<file path="config.mk">
export PLATFORM = sky130hd
export DESIGN_NAME = piso_serializer
export DESIGN_NICKNAME = d
export VERILOG_FILES = /design/src/rtl/piso_serializer.sv
export SDC_FILE = /design/constraint.sdc
export NUM_CORES = 1
export LEC_CHECK = 0
export ABC_AREA = 1
export BUFFER_PORTS_ARGS = -buffer_cell sky130_fd_sc_hd__buf_2
export CAP_MARGIN = 20
export CORE_MARGIN = 5
export CORE_UTILIZATION = 45
export CTS_BUF_LIST = sky130_fd_sc_hd__clkbuf_8
export DETAILED_ROUTE_END_ITERATION = 12
export HOLD_SLACK_MARGIN = 0.03
export PLACE_DENSITY = 0.8
export SLEW_MARGIN = 10
export SYNTH_ARGS = -nofsm -noshare
export SYNTH_HDL_FRONTEND = slang
export SYNTH_SLANG_ARGS = --single-unit
</file>
<file path="constraint.sdc">
create_clock -name clk -period 3.2 [get_ports clk]
set_input_delay 0.16 -clock clk [delete_from_list [all_inputs] [get_ports clk]]
set_output_delay 0.16 -clock clk [all_outputs]
set_load 0.005 [all_outputs]
</file>
<file path="src/rtl/piso_serializer.sv">
// Parallel-in serial-out stage: takes a WIDTH-bit word over a valid/ready load port
// and streams it one bit per serial transfer, supporting back-to-back words.
module piso_serializer #(
  parameter int WIDTH     = 4,
  parameter bit MSB_FIRST = 1'b1
) (
  input  logic             clk,
  input  logic             rst_,
  input  logic [WIDTH-1:0] d_in,
  input  logic             load_valid,
  output logic             load_ready,
  output logic             ser_out,
  output logic             ser_valid,
  input  logic             ser_ready,
  output logic             ser_last,
  output logic             busy,
  output logic [7:0]       word_cnt
);

  localparam int CNT_W = (WIDTH > 2) ? $clog2(WIDTH) : 1;
  localparam logic [CNT_W-1:0] CNT_TOP = CNT_W'(WIDTH - 1);

  typedef enum logic {
    IDLE  = 1'b0,
    SHIFT = 1'b1
  } state_t;

  state_t             state_q, state_d;
  logic [WIDTH-1:0]   shift_q, shift_d;
  logic [CNT_W-1:0]   bit_cnt_q, bit_cnt_d;
  logic [7:0]         word_cnt_q, word_cnt_d;

  logic             out_bit;
  logic [WIDTH-1:0] shifted;
  logic             load_fire;
  logic             xfer;
  logic             last_xfer;

  // The output end of the shift register depends on bit order; zeros fill in behind.
  generate
    if (MSB_FIRST) begin : g_msb_first
      assign out_bit = shift_q[WIDTH-1];
      assign shifted = {shift_q[WIDTH-2:0], 1'b0};
    end else begin : g_lsb_first
      assign out_bit = shift_q[0];
      assign shifted = {1'b0, shift_q[WIDTH-1:1]};
    end
  endgenerate

  // State register and datapath flops
  always_ff @(posedge clk) begin
    if (!rst_) begin
      state_q    <= IDLE;
      shift_q    <= '0;
      bit_cnt_q  <= '0;
      word_cnt_q <= '0;
    end else begin
      state_q    <= state_d;
      shift_q    <= shift_d;
      bit_cnt_q  <= bit_cnt_d;
      word_cnt_q <= word_cnt_d;
    end
  end

  // Next-state and datapath logic
  always_comb begin
    xfer       = ser_valid & ser_ready;
    last_xfer  = xfer & ser_last;
    load_fire  = load_valid & load_ready;
    state_d    = state_q;
    shift_d    = shift_q;
    bit_cnt_d  = bit_cnt_q;
    word_cnt_d = word_cnt_q + 8'(last_xfer);

    case (state_q)
      IDLE: begin
        if (load_fire) state_d = SHIFT;
      end
      SHIFT: begin
        if (last_xfer) state_d = load_fire ? SHIFT : IDLE;
      end
      default: state_d = IDLE;
    endcase

    // A load can only coincide with a transfer on the last bit, so it wins.
    if (load_fire) begin
      shift_d   = d_in;
      bit_cnt_d = CNT_TOP;
    end else if (xfer) begin
      shift_d   = shifted;
      bit_cnt_d = bit_cnt_q - CNT_W'(1);
    end
  end

  // Output logic; load_ready in SHIFT follows ser_ready combinationally to avoid a bubble.
  always_comb begin
    ser_valid  = (state_q == SHIFT);
    busy       = ser_valid;
    ser_last   = ser_valid && (bit_cnt_q == '0);
    ser_out    = ser_valid ? out_bit : 1'b0;
    load_ready = rst_ && ((state_q == IDLE) || (ser_last && ser_ready));
    word_cnt   = word_cnt_q;
  end

endmodule
</file>
==> impl_metrics.csv <==
group,metric,value,unit
drt,route.antenna.remaining_nets,0,
placement,place_ws,1540,ps
placement,detailed_place.area,812,µm²
outcome,run_status,"finished, final reports clean",
drt,wl_per_cell,12.0,µm
clocking,clockRootBuffer,"sky130_fd_sc_hd__clkbuf_8",
clocking,clock_path_buffers,2,
timing,worst_slew_pin_slew,395,ps
yosys,synth_area_per_cell,7.26,µm²
timing,hold_violations,0,
yosys,post_synth_num_cell_types,17,
yosys,synthArstFlopShare,0,%
power,power_density,471,nW/µm²
setup_path,critical_path.cell_chain,"inv_1 > ha_1 > nand3_2 > inv_1 > ha_1 > ha_1 > nand3_1 > nor2_1 > o21ai_0 > a21oi_1",
global_routing,antenna_found_initial,0,
yosys,top_cells_by_area_synth,"sky130_fd_sc_hd__dfxtp_1 (43%), sky130_fd_sc_hd__nand2_1 (13%), sky130_fd_sc_hd__inv_1 (8.5%), sky130_fd_sc_hd__a21oi_1 (7.1%), sky130_fd_sc_hd__ha_1 (5.3%)",
placement,port_buffers,20,
yosys,fraction_of_post_synthesis_cell_area_in_the_top_cell_type_by_area,42.6,%
timing,setup_viol,0,
setup_path,path_common_cell,"sky130_fd_sc_hd__ha_1",
timing,fin_worst_skew,3.49,ps
cells_and_area,final_net_count,131,
setup_path,critical_path.max_stage_delay,300,ps
cells_and_area,drive_gt1_share,24.4,%
yosys,synth-seq-cells,15,
yosys,synthFlopType,"sky130_fd_sc_hd__dfxtp_1",
flow_run,cap_viol_max_count,0,
power,leakage,0.000476,µW
yosys,sequential_share_of_the_synthesized_area,42.6,%
yosys,synth-edff-count,0,
timing,fin_crit_share,52.8,%
timing,max_freq,0.592,GHz
global_routing,grt_pass1_wl,2680,µm
timing,slew_viol_final,0,
timing,fin_setup_tns,0,ps
clocking,holdBufCountCts,0,
setup_path,critical-path-slowest-cell,"sky130_fd_sc_hd__dfxtp_1",
drt,detail_route.first_pass.iterations,4,
yosys,yosys_top_cell_by_area,"sky130_fd_sc_hd__dfxtp_1",
global_routing,globalRouteOverflowTotal,0,
placement,hpwl,1170,µm
timing,slew_headroom,73.6,%
setup_path,timing_worst_setup_path_type,"flop to flop",
timing,final_period_minus_worst_setup_slack,1690,ps
die,io-pin-count,21,
cells_and_area,final_util,57.6,%
drt,detail_route.vias_per_cell,5.10,
die,initial_utilization,47.3,%
yosys,synthesis.instances,97,
yosys,list_of_most_frequent_post_synthesis_cells,"sky130_fd_sc_hd__nand2_1 (24), sky130_fd_sc_hd__inv_1 (16), sky130_fd_sc_hd__dfxtp_1 (15), sky130_fd_sc_hd__a21oi_1 (10), sky130_fd_sc_hd__nor2_1 (6)",
clocking,clock_insertion_delay_worst_skew,250,ps
timing,final_setup_slack_of_the_worst_path,1510,ps
placement,place_congestion,0.812,
clocking,cts_tree,"yes",
die,die_height,49.6,µm
yosys,synth.net_count,108,
timing,grt_setup_unrepaired,"false",
setup_path,critPathLaunchType,"flop",
global_routing,vias_in_the_first_global_route,620,
setup_path,crit_arrival,1880,ps
global_routing,track_usage,13.8,%
yosys,count_leader_synth,"sky130_fd_sc_hd__nand2_1",
clocking,numCtsBuffers,3,
die,die_area,2460,µm²
setup_path,timing.critical_path.required,3390,ps
die,core,1490,µm²
die,floorplan.die.width,49.6,µm
cells_and_area,design_area,858,µm²
cells_and_area,flow.area_growth_from_synthesis,21.8,%
clocking,cts_setup_buffers,0,
yosys,ys.warnings.count,0,
setup_path,cp_max_fo,3,
die,std_cell_rows,14,
global_routing,maximum_number_of_pins_on_one_net_before_global_route_repair,14,
drt,finalWirelength,1630,µm
clocking,cts_htree_levels,1,
clocking,cts.sink_count,15,
setup_path,critical_path.endpoint_type,"flop",
drt,route.vias.total,689,
power,ir_drop,0.287,mV
clocking,clkSlewWorstSetupHoldPaths,60,ps
yosys,netlist_area,704,µm²
drt,detail_route.iter0.violations,23,
clocking,cts_resized,0,
min_path,hold_path.class,"input pin to flop",
timing,whs,170,ps
drt,drt_drc_violations_left,0,
cells_and_area,n_antenna_cell,0,
## logic make-up after synthesis
group,Yosys count,share of synthesized area (%)
AOI/OAI and AO/OA,16,11.7
xor gates and xnor gates,2,2.49
and+or+nand+nor,42,27.0
DFF,15,42.6
adders and majority gates,3,5.33
buffers and inverters,19,10.8
## stage by stage
stage,instances,total power [µW]
global route,135,423
global placement,131,251
floorplan,97,235
finish,135,404
detailed placement,131,252
CTS,135,405
## metal layers
layer / share of wire (%) / global-route usage (%) / vias to the layer above
li1: - / - / 353
met2: 48 / 22.5 / 34
met1: 41 / 16.5 / 297
met3: 7.9 / 2.71 / 5
met4: 2.7 / 7.86 / 0
met5: 0 / 0 / -
## flip-flops by register name (all words and copies together) (netlist names)
name / count
bit_cnt_q: 2
busy: 1
shift_q: 4
word_cnt: 8
## final timing paths
check                                   from     endpoint  slack, ps  depth (start not counted)
worst max-delay path            bit_cnt_q[0]  word_cnt[6]       1510                         10
worst min register to register    shift_q[0]   shift_q[0]        460                          2
worst max register to register  bit_cnt_q[0]  word_cnt[6]       1510                         10
worst min-delay path                 d_in[0]   shift_q[0]        170                          3
## worst max-delay path: cells and delay by family (launching register included)
kind,cells,cell delay (ps)
AOI/OAI and AO/OA,2,190
adders and majority gates,3,600
buffers and inverters,2,160
DFF,1,300
and+or+nand+nor,3,380
## layout make-up
class / instances / area, µm²
fill: 139 / 631
multi-input combinational: 63 / 328
sequential: 15 / 300
timing repair buffer: 20 / 100
inverter: 17 / 63.8
clock buffer: 3 / 41.3
tap: 16 / 20.0
clock inverter: 1 / 5.00
## power by group
| part | switching [µW] | internal [µW] |
|---|---|---|
| sequential | 5.09 | 195 |
| combinational | 30.1 | 19.2 |
| clock | 68.1 | 86.3 |
## cells in the final DEF, fill, tap and decap left out, drive strengths merged
cell type,Yosys,final
nand2,26,26
dfxtp,15,15
xor2,1,1
clkbuf,0,3
clkinv,0,1
nand4,4,4
nor2,6,6
ha,3,3
a21oi,10,10
xnor2,1,1
inv,17,17
nand3,6,6
o21ai,4,4
buf,2,20
a31oi,2,2
(Power assumes the default switching activity.)
